[src/rtl/seqdec_prog.sv]
// Programmable serial sequence detector: matches the last PAT_W valid bits against a
// masked pattern, with run-time overlap mode and a saturating match counter.
module seqdec_prog #(
    parameter int               PAT_W   = 8,
    parameter int               CNT_W   = 8,
    parameter logic [PAT_W-1:0] DEF_PAT = PAT_W'(8'h45)
) (
    input  logic             Clk,
    input  logic             Reset_n,
    input  logic             Inp,
    input  logic             In_vld,
    input  logic             Cfg_load,
    input  logic [PAT_W-1:0] Cfg_pat,
    input  logic [PAT_W-1:0] Cfg_mask,
    input  logic             Cfg_ovl,
    input  logic             Clr_cnt,
    output logic             Out,
    output logic [CNT_W-1:0] Match_cnt,
    output logic             Filled
);
    localparam int            FW   = $clog2(PAT_W + 1);
    localparam logic [FW-1:0] FULL = FW'(PAT_W);

    logic [PAT_W-1:0] hist, pat, mask;
    logic             ovl;
    logic [FW-1:0]    fill;

    logic [PAT_W-1:0] window, hist_nxt;
    logic [FW-1:0]    fill_inc, fill_nxt;
    logic             hit;

    // The fill gate keeps reset/flush zeros in hist from ever producing a match.
    always_comb begin
        window   = {hist[PAT_W-2:0], Inp};
        fill_inc = (fill == FULL) ? FULL : fill + FW'(1);
        hit      = In_vld && !Cfg_load && (fill_inc == FULL) &&
                   (((window ^ pat) & mask) == '0);
        hist_nxt = hist;
        fill_nxt = fill;
        if (Cfg_load) begin
            hist_nxt = '0;
            fill_nxt = '0;
        end else if (In_vld) begin
            if (hit && !ovl) begin
                hist_nxt = '0;
                fill_nxt = '0;
            end else begin
                hist_nxt = window;
                fill_nxt = fill_inc;
            end
        end
    end

    always_ff @(posedge Clk or negedge Reset_n) begin
        if (!Reset_n) begin
            hist   <= '0;
            fill   <= '0;
            Filled <= 1'b0;
            Out    <= 1'b0;
            pat    <= DEF_PAT;
            mask   <= '1;
            ovl    <= 1'b1;
        end else begin
            hist   <= hist_nxt;
            fill   <= fill_nxt;
            Filled <= (fill_nxt == FULL);
            Out    <= hit;
            if (Cfg_load) begin
                pat  <= Cfg_pat;
                mask <= Cfg_mask;
                ovl  <= Cfg_ovl;
            end
        end
    end

    // Clear beats increment; the count sticks at all ones.
    always_ff @(posedge Clk or negedge Reset_n) begin
        if (!Reset_n)
            Match_cnt <= '0;
        else if (Clr_cnt)
            Match_cnt <= '0;
        else if (hit && (Match_cnt != '1))
            Match_cnt <= Match_cnt + CNT_W'(1);
    end
endmodule

[config.mk]
export PLATFORM = sky130hd
export DESIGN_NAME = seqdec_prog
export DESIGN_NICKNAME = d
export VERILOG_FILES = /design/src/rtl/seqdec_prog.sv
export SDC_FILE = /design/constraint.sdc
export NUM_CORES = 1
export LEC_CHECK = 0
export ABC_AREA = 1
export BUFFER_PORTS_ARGS = -buffer_cell sky130_fd_sc_hd__buf_2
export CAP_MARGIN = 10
export CORE_MARGIN = 4
export CORE_UTILIZATION = 50
export DETAILED_ROUTE_END_ITERATION = 7
export PLACE_DENSITY = 0.77
export SYNTH_ARGS = -nofsm -noshare
export SYNTH_HDL_FRONTEND = slang
export SYNTH_SLANG_ARGS = --single-unit
[constraint.sdc]
create_clock -name Clk -period 1.6 [get_ports Clk]
set_input_delay 0.16 -clock Clk [delete_from_list [all_inputs] [get_ports Clk]]
set_output_delay 0.16 -clock Clk [all_outputs]
set_load 0.05 [all_outputs]
==> results of run 1 <==
## metal layers
| metal | track usage, % | vias to the layer above | wire, um |
|---|---|---|---|
| li1 | - | 848 | - |
| met1 | 20.4 | 746 | 1730 |
| met2 | 28.4 | 44 | 1960 |
| met3 | 3.91 | 9 | 196 |
| met4 | 7.38 | 0 | 84 |
| met5 | 0 | - | 0 |
## cells by family (layout without fill, tap and decap cells)
kind of cell / count (synthesis) / after routing / synth area share (%)
xor+xnor: 4 / 4 / 1.85
buf+inv: 33 / 80 / 7.40
flops: 38 / 38 / 51.0
simple gates: 142 / 143 / 32.8
compound gates: 18 / 18 / 5.02
fa+ha+maj: 3 / 3 / 1.98
## Yosys cell counts, drive strengths merged
cell	n	area share, %
nand2	89	19
buf	3	1.4
nor2	15	3.1
dfstp	12	17
a22oi	1	0.40
o21ai	13	3.4
xor2	4	1.8
nor3	4	1.3
clkinv	1	0.26
nor3b	1	0.40
inv	26	5.2
a21oi	2	0.53
and2	1	0.33
ha	3	2.0
o22ai	2	0.66
nand4	4	1.3
nand3	27	7.1
or2	1	0.33
dfrtp	26	34
clkbuf	3	0.59
## power by group through the flow
stage	clock (mW)	combinational [mW]	sequential, mW
2_1_floorplan	0	0.123	1.08
3_3_place_gp	0	0.224	1.08
3_5_place_dp	0	0.231	1.08
4_1_cts	0.697	0.248	1.06
5_1_grt	0.732	0.293	1.07
6_report	0.686	0.257	1.06
## repair_timing
item	in CTS	in global routing
resized for setup	12	21
setup endpoints to repair	15	16
setup buffers	2	0
cloned	0	1
hold buffers	1	0
pin swaps	4	8
endpoints found under the hold margin	9	0
## flip-flops by register name, summed over array words and instances (netlist names)
register   cells
mask           8
Filled         1
ovl            1
Out            1
pat            8
fill           4
hist           7
Match_cnt      8
## through the flow
step	hold slack (ns)	cell area (um^2)	total power, mW	cells	TNS (ns)
after floorplan	-0.136	1910	1.20	238	0
after global placement	0.132	2180	1.30	322	-0.0759
after detailed placement	0.119	2180	1.31	322	-0.897
after CTS	0.0571	2330	2.00	333	-0.000941
after global routing	0.0663	2430	2.09	334	-2.78
final	0.0624	2430	2.00	334	-1.13
## worst min-delay path, delay by kind of cell
kind / cells / cell delay, ns
AND/OR/NAND/NOR: 2 / 0.10
buffers and inverters: 1 / 0.09
## cell type report
type | count | area, um^2
timing repair buffer | 45 | 280
clock buffer | 6 | 82.6
tap | 48 | 60.1
fill | 289 | 1230
sequential | 38 | 971
multi-input combinational | 168 | 920
inverter | 27 | 103
clock inverter | 2 | 12.5
## worst max-delay path by stage
stage                       from           end  slack, ns  cells after the start
floorplan           Match_cnt[5]  Match_cnt[0]      0.006                      7
global placement         fill[1]  Match_cnt[4]      -0.01                     10
detailed placement       fill[1]  Match_cnt[7]      -0.09                     10
CTS                      fill[1]  Match_cnt[7]    -0.0009                     10
global route             fill[1]  Match_cnt[1]      -0.21                     11
finish                   fill[1]  Match_cnt[1]      -0.11                     11
==> flow_summary.json, run 1 <==
{
  "ys_ff_latch": 38,
  "fin_crit_ns": 1.71,
  "worstPathRequired_ns": 1.82,
  "drive_above_1_share_pct": 35.0,
  "die_area_um2": 4840,
  "setup_viol": 16,
  "hold_end": "mask[3]",
  "yosysWarnings": 0,
  "cp_max_fo": 4,
  "dieHeight_um": 69.6,
  "antenna_left": 0,
  "max-cap-violations": 0,
  "pwr-share-comb_pct": 12.8,
  "clk_latency_ns": 0.29,
  "area_growth_pct": 28.2,
  "slew-limit-headroom_pct": 69.2,
  "n_antenna_cell": 0,
  "p_int_mw": 1.48,
  "cts_root_buf": "clkbuf_8",
  "grtUsageTotal_pct": 16.8,
  "cp_cell_sequence": "ha_2 > inv_2 > nand2_2 > nand2_2 > nand2_2 > nand2_2 > nor3_2 > and2_4 > buf_6 > nand4_1 > nand2_1",
  "hold_viol": 0,
  "max_freq_ghz": 0.584,
  "tightest_slew_ns": 0.461,
  "num_rows": 22,
  "avgSynthCellArea_um2": 7.96,
  "path_clk_slew_ns": 0.07,
  "hold_depth": 3,
  "crit_type": "reg -> reg",
  "worst_slack_ns": -0.112,
  "grt_overflow_total": 0,
  "min-delay-start": "Cfg_mask[3]",
  "cp-start-kind": "register",
  "clockPowerShare_pct": 34.2,
  "max_stage_delay_ns": 0.41,
  "wl_mm": 3.97,
  "grt_first_pass_wirelength_mm": 6.64,
  "syn_area_um2": 1890,
  "fin_worst_skew_ns": 0.00985,
  "cts_tree": "built",
  "fin_nets": 311,
  "cts_buffer_depth": 2,
  "period_share_pct": 107,
  "grt_pass1_vias": 1573,
  "status": "finished, violations left",
  "slowest_stage": "dfrtp_1",
  "cts_made_buffers": 5,
  "ir_drop_v": 0.000514,
  "gp_congestion": 0.884,
  "worstHoldPathType": "in -> reg",
  "sequentialPowerShare_pct": 53.0,
  "end_kind": "register",
  "synthCells": 238,
  "final_common_cell": "nand2_1",
  "cts.sinks": 38,
  "synth_nets": 264,
  "worstRegToRegCells": 11,
  "synth_cell_types": 24,
  "ios": 33,
  "die_w_um": 69.6,
  "grt_max_degree": 21,
  "coreArea_um2": 3660,
  "crit_family": "simple AND/OR/NAND/NOR gates",
  "final_util_pct": 66.3,
  "rsz0062_at_grt": "true",
  "layout_common_cells": "nand2_1 (79), buf_2 (32), inv_1 (23), dfrtp_1 (22), nand3_1 (18)",
  "p_per_area_nw_per_um2": 825,
  "drt_iter0_markers": 168,
  "final_max_slew_viol_count": 0,
  "firstDrtPassIters": 5,
  "wl_per_cell_um": 11.9,
  "dp_hpwl_mm": 2.77,
  "p_sw_share_pct": 26.1,
  "viasPerCell": 4.93,
  "htreeDepth": 2,
  "power_leakage_nw": 1.25,
  "pre_cts_ws_ns": -0.0857,
  "vias": 1647,
  "antenna_found_initial": 0,
  "start_util_pct": 51.7,
  "timing.reg2reg.setup_slack_ns": -0.11,
  "violations": "negative setup slack",
  "path_buf_inv": 2,
  "portBuffers": 32,
  "rr_endpoint": "Match_cnt[1]",
  "r2r_start": "fill[1]",
  "p_switching_mw": 0.523,
  "synth-seq-area-share_pct": 51.0,
  "drc": 0,
  "cp.arrival_ns": 1.94,
  "cpMostUsedCell": "nand2_2"
}
Power figures use the tool's default switching activity.
==> run 2, diff against run 1 <==
Settings changed: CTS_BUF_LIST set to sky130_fd_sc_hd__clkbuf_16, REMOVE_ABC_BUFFERS set to 1.
==> run 2 against run 1 <==
  * The flow still finishes with violations (negative setup slack)
  * Register-to-register slack gained 0.07 ns
  * Sequential share of layout area shrank 1.3 points
  * Die area unchanged
  * Clock-buffer cell count fell by 1
  * Sequential cell count is the same
  * Largest cell class unchanged
==> flow_summary.json, run 2 (synthesis results as in run 1) <==
{
  "status": "finished, violations left",
  "violations": "negative setup slack",
  "wl_per_cell_um": 13.2,
  "cts_tree": "built",
  "p_per_area_nw_per_um2": 895,
  "grtUsageTotal_pct": 19.4,
  "cp.arrival_ns": 1.86,
  "cts_buffer_depth": 2,
  "fin_crit_ns": 1.64,
  "cp_max_fo": 6,
  "cp-start-kind": "register",
  "start_util_pct": 51.7,
  "hold_depth": 3,
  "ios": 33,
  "timing.reg2reg.setup_slack_ns": -0.04,
  "drive_above_1_share_pct": 32.9,
  "ir_drop_v": 0.000655,
  "fin_worst_skew_ns": 0.00401,
  "dieHeight_um": 69.6,
  "die_w_um": 69.6,
  "drc": 0,
  "firstDrtPassIters": 4,
  "htreeDepth": 2,
  "r2r_start": "fill[0]",
  "startpoint": "fill[0]",
  "fin_cells": 337,
  "layout_common_cells": "nand2_1 (80), buf_2 (32), inv_1 (26), dfrtp_1 (25), nand3_1 (18)",
  "tightest_slew_ns": 0.446,
  "grt_pass1_vias": 1685,
  "worstPathRequired_ns": 1.81,
  "num_rows": 22,
  "dpl.cell_count": 324,
  "path_clk_slew_ns": 0.05,
  "largest_registers": "Match_cnt (8), mask (8), pat (8)",
  "worstHoldPathType": "in -> reg",
  "viasPerCell": 5.13,
  "met1_usage_pct": 24.3,
  "gr-usage-met2_pct": 31.9,
  "rsz0062_at_grt": "true",
  "total_power_mw": 2.24,
  "pre_cts_ws_ns": -0.111,
  "hold_end": "mask[4]",
  "period_share_pct": 103,
  "rr_endpoint": "Match_cnt[5]",
  "dp_hpwl_mm": 2.95,
  "fin_hold_ws_ns": 0.0797,
  "max-cap-violations": 0,
  "coreArea_um2": 3660,
  "power_leakage_nw": 1.29,
  "grt_overflow_total": 0,
  "grt_first_pass_wirelength_mm": 7.47,
  "die_area_um2": 4840,
  "fillCellCount": 293,
  "fin_nets": 314,
  "antenna_left": 0,
  "area_growth_pct": 31.8,
  "hold_viol": 0,
  "final_util_pct": 68.2,
  "cts_root_buf": "clkbuf_16",
  "vias": 1729,
  "setup_viol": 11,
  "wl_mm": 4.44,
  "cts.sinks": 38,
  "crit_type": "reg -> reg",
  "slew-limit-headroom_pct": 70.3,
  "antenna_found_initial": 0,
  "worstRegToRegCells": 11,
  "grt_use_met3_pct": 5.36,
  "grt_busiest_layer": "met2",
  "end_kind": "register",
  "max_freq_ghz": 0.610,
  "final_max_slew_viol_count": 0,
  "gp_congestion": 0.865,
  "clk_latency_ns": 0.27,
  "worst_slack_ns": -0.0404,
  "min-delay-start": "Cfg_mask[4]",
  "drt_iter0_markers": 117,
  "portBuffers": 32,
  "grt_max_degree": 25,
  "final_common_cell": "nand2_1",
  "cts_made_buffers": 5,
  "n_antenna_cell": 0
}
[run 2: cell count changes in the layout (fill, tap and decap cells not counted), sizes merged]
cell      previous run  this run
buf                 44        47
clkbuf               6         5
clkinv               2         1
clkinvlp             1         0
inv                 26        29
[run 2: layer usage]
| metal | wire [um] | vias to the layer above |
|---|---|---|
| met1 | 1820 | 807 |
| met3 | 263 | 12 |
| met4 | 115 | 0 |
| met5 | 0 | - |
| li1 | - | 859 |
| met2 | 2240 | 51 |
[run 2: what timing repair did]
| item | CTS | global route |
|---|---|---|
| setup buffers | 2 | 1 |
| resized for setup | 20 | 16 |
| hold buffers | 1 | 0 |
| cloned | 0 | 1 |
| endpoints found under the hold margin | 15 | 0 |
| endpoints found under the setup margin | 16 | 17 |
| pin swaps | 6 | 12 |
[run 2: worst max path at each step]
| stage | to | slack (ns) | depth (start not counted) |
|---|---|---|---|
| after floorplan | Match_cnt[0] | -0.30 | 8 |
| after global placement | Match_cnt[2] | -0.05 | 10 |
| after detailed placement | Match_cnt[5] | -0.11 | 10 |
| after CTS | Match_cnt[4] | -0.04 | 11 |
| after global routing | hist[3] | -0.13 | 10 |
| final | Match_cnt[5] | -0.04 | 11 |
[run 2: critical path: stages, from the launching register on]
cell and delay (ns):
dfrtp_1 0.42, inv_2 0.10, ha_4 0.13, nand3_4 0.07, nand2_2 0.10, nand2_2 0.07
nor3_4 0.17, and2_4 0.22, nand2_8 0.08, nand2_8 0.08, nand2_2 0.06, nand2_2 0.07
[run 2: through the flow]
| step | area (um^2) | TNS, ns |
|---|---|---|
| global route | 2500 | -1.71 |
| global placement | 2180 | -0.483 |
| floorplan | 1860 | -2.22 |
| CTS | 2420 | -0.207 |
| finish | 2500 | -0.187 |
| detailed placement | 2180 | -1.10 |
[run 2: where the power goes]
part,internal [mW],switching (mW)
Sequential,1.03,0.0326
Clock,0.559,0.343
Combinational,0.109,0.160
[run 2: cell type report]
class                      count  area, um^2  share of cell area (%)
multi-input combinational    168         928                    37.2
sequential                    38         967                    38.7
timing repair buffer          48         303                    12.1
tap                           48        60.1                    2.40
clock buffer                   5         125                    5.01
inverter                      27         103                    4.11
clock inverter                 3        11.3                   0.451
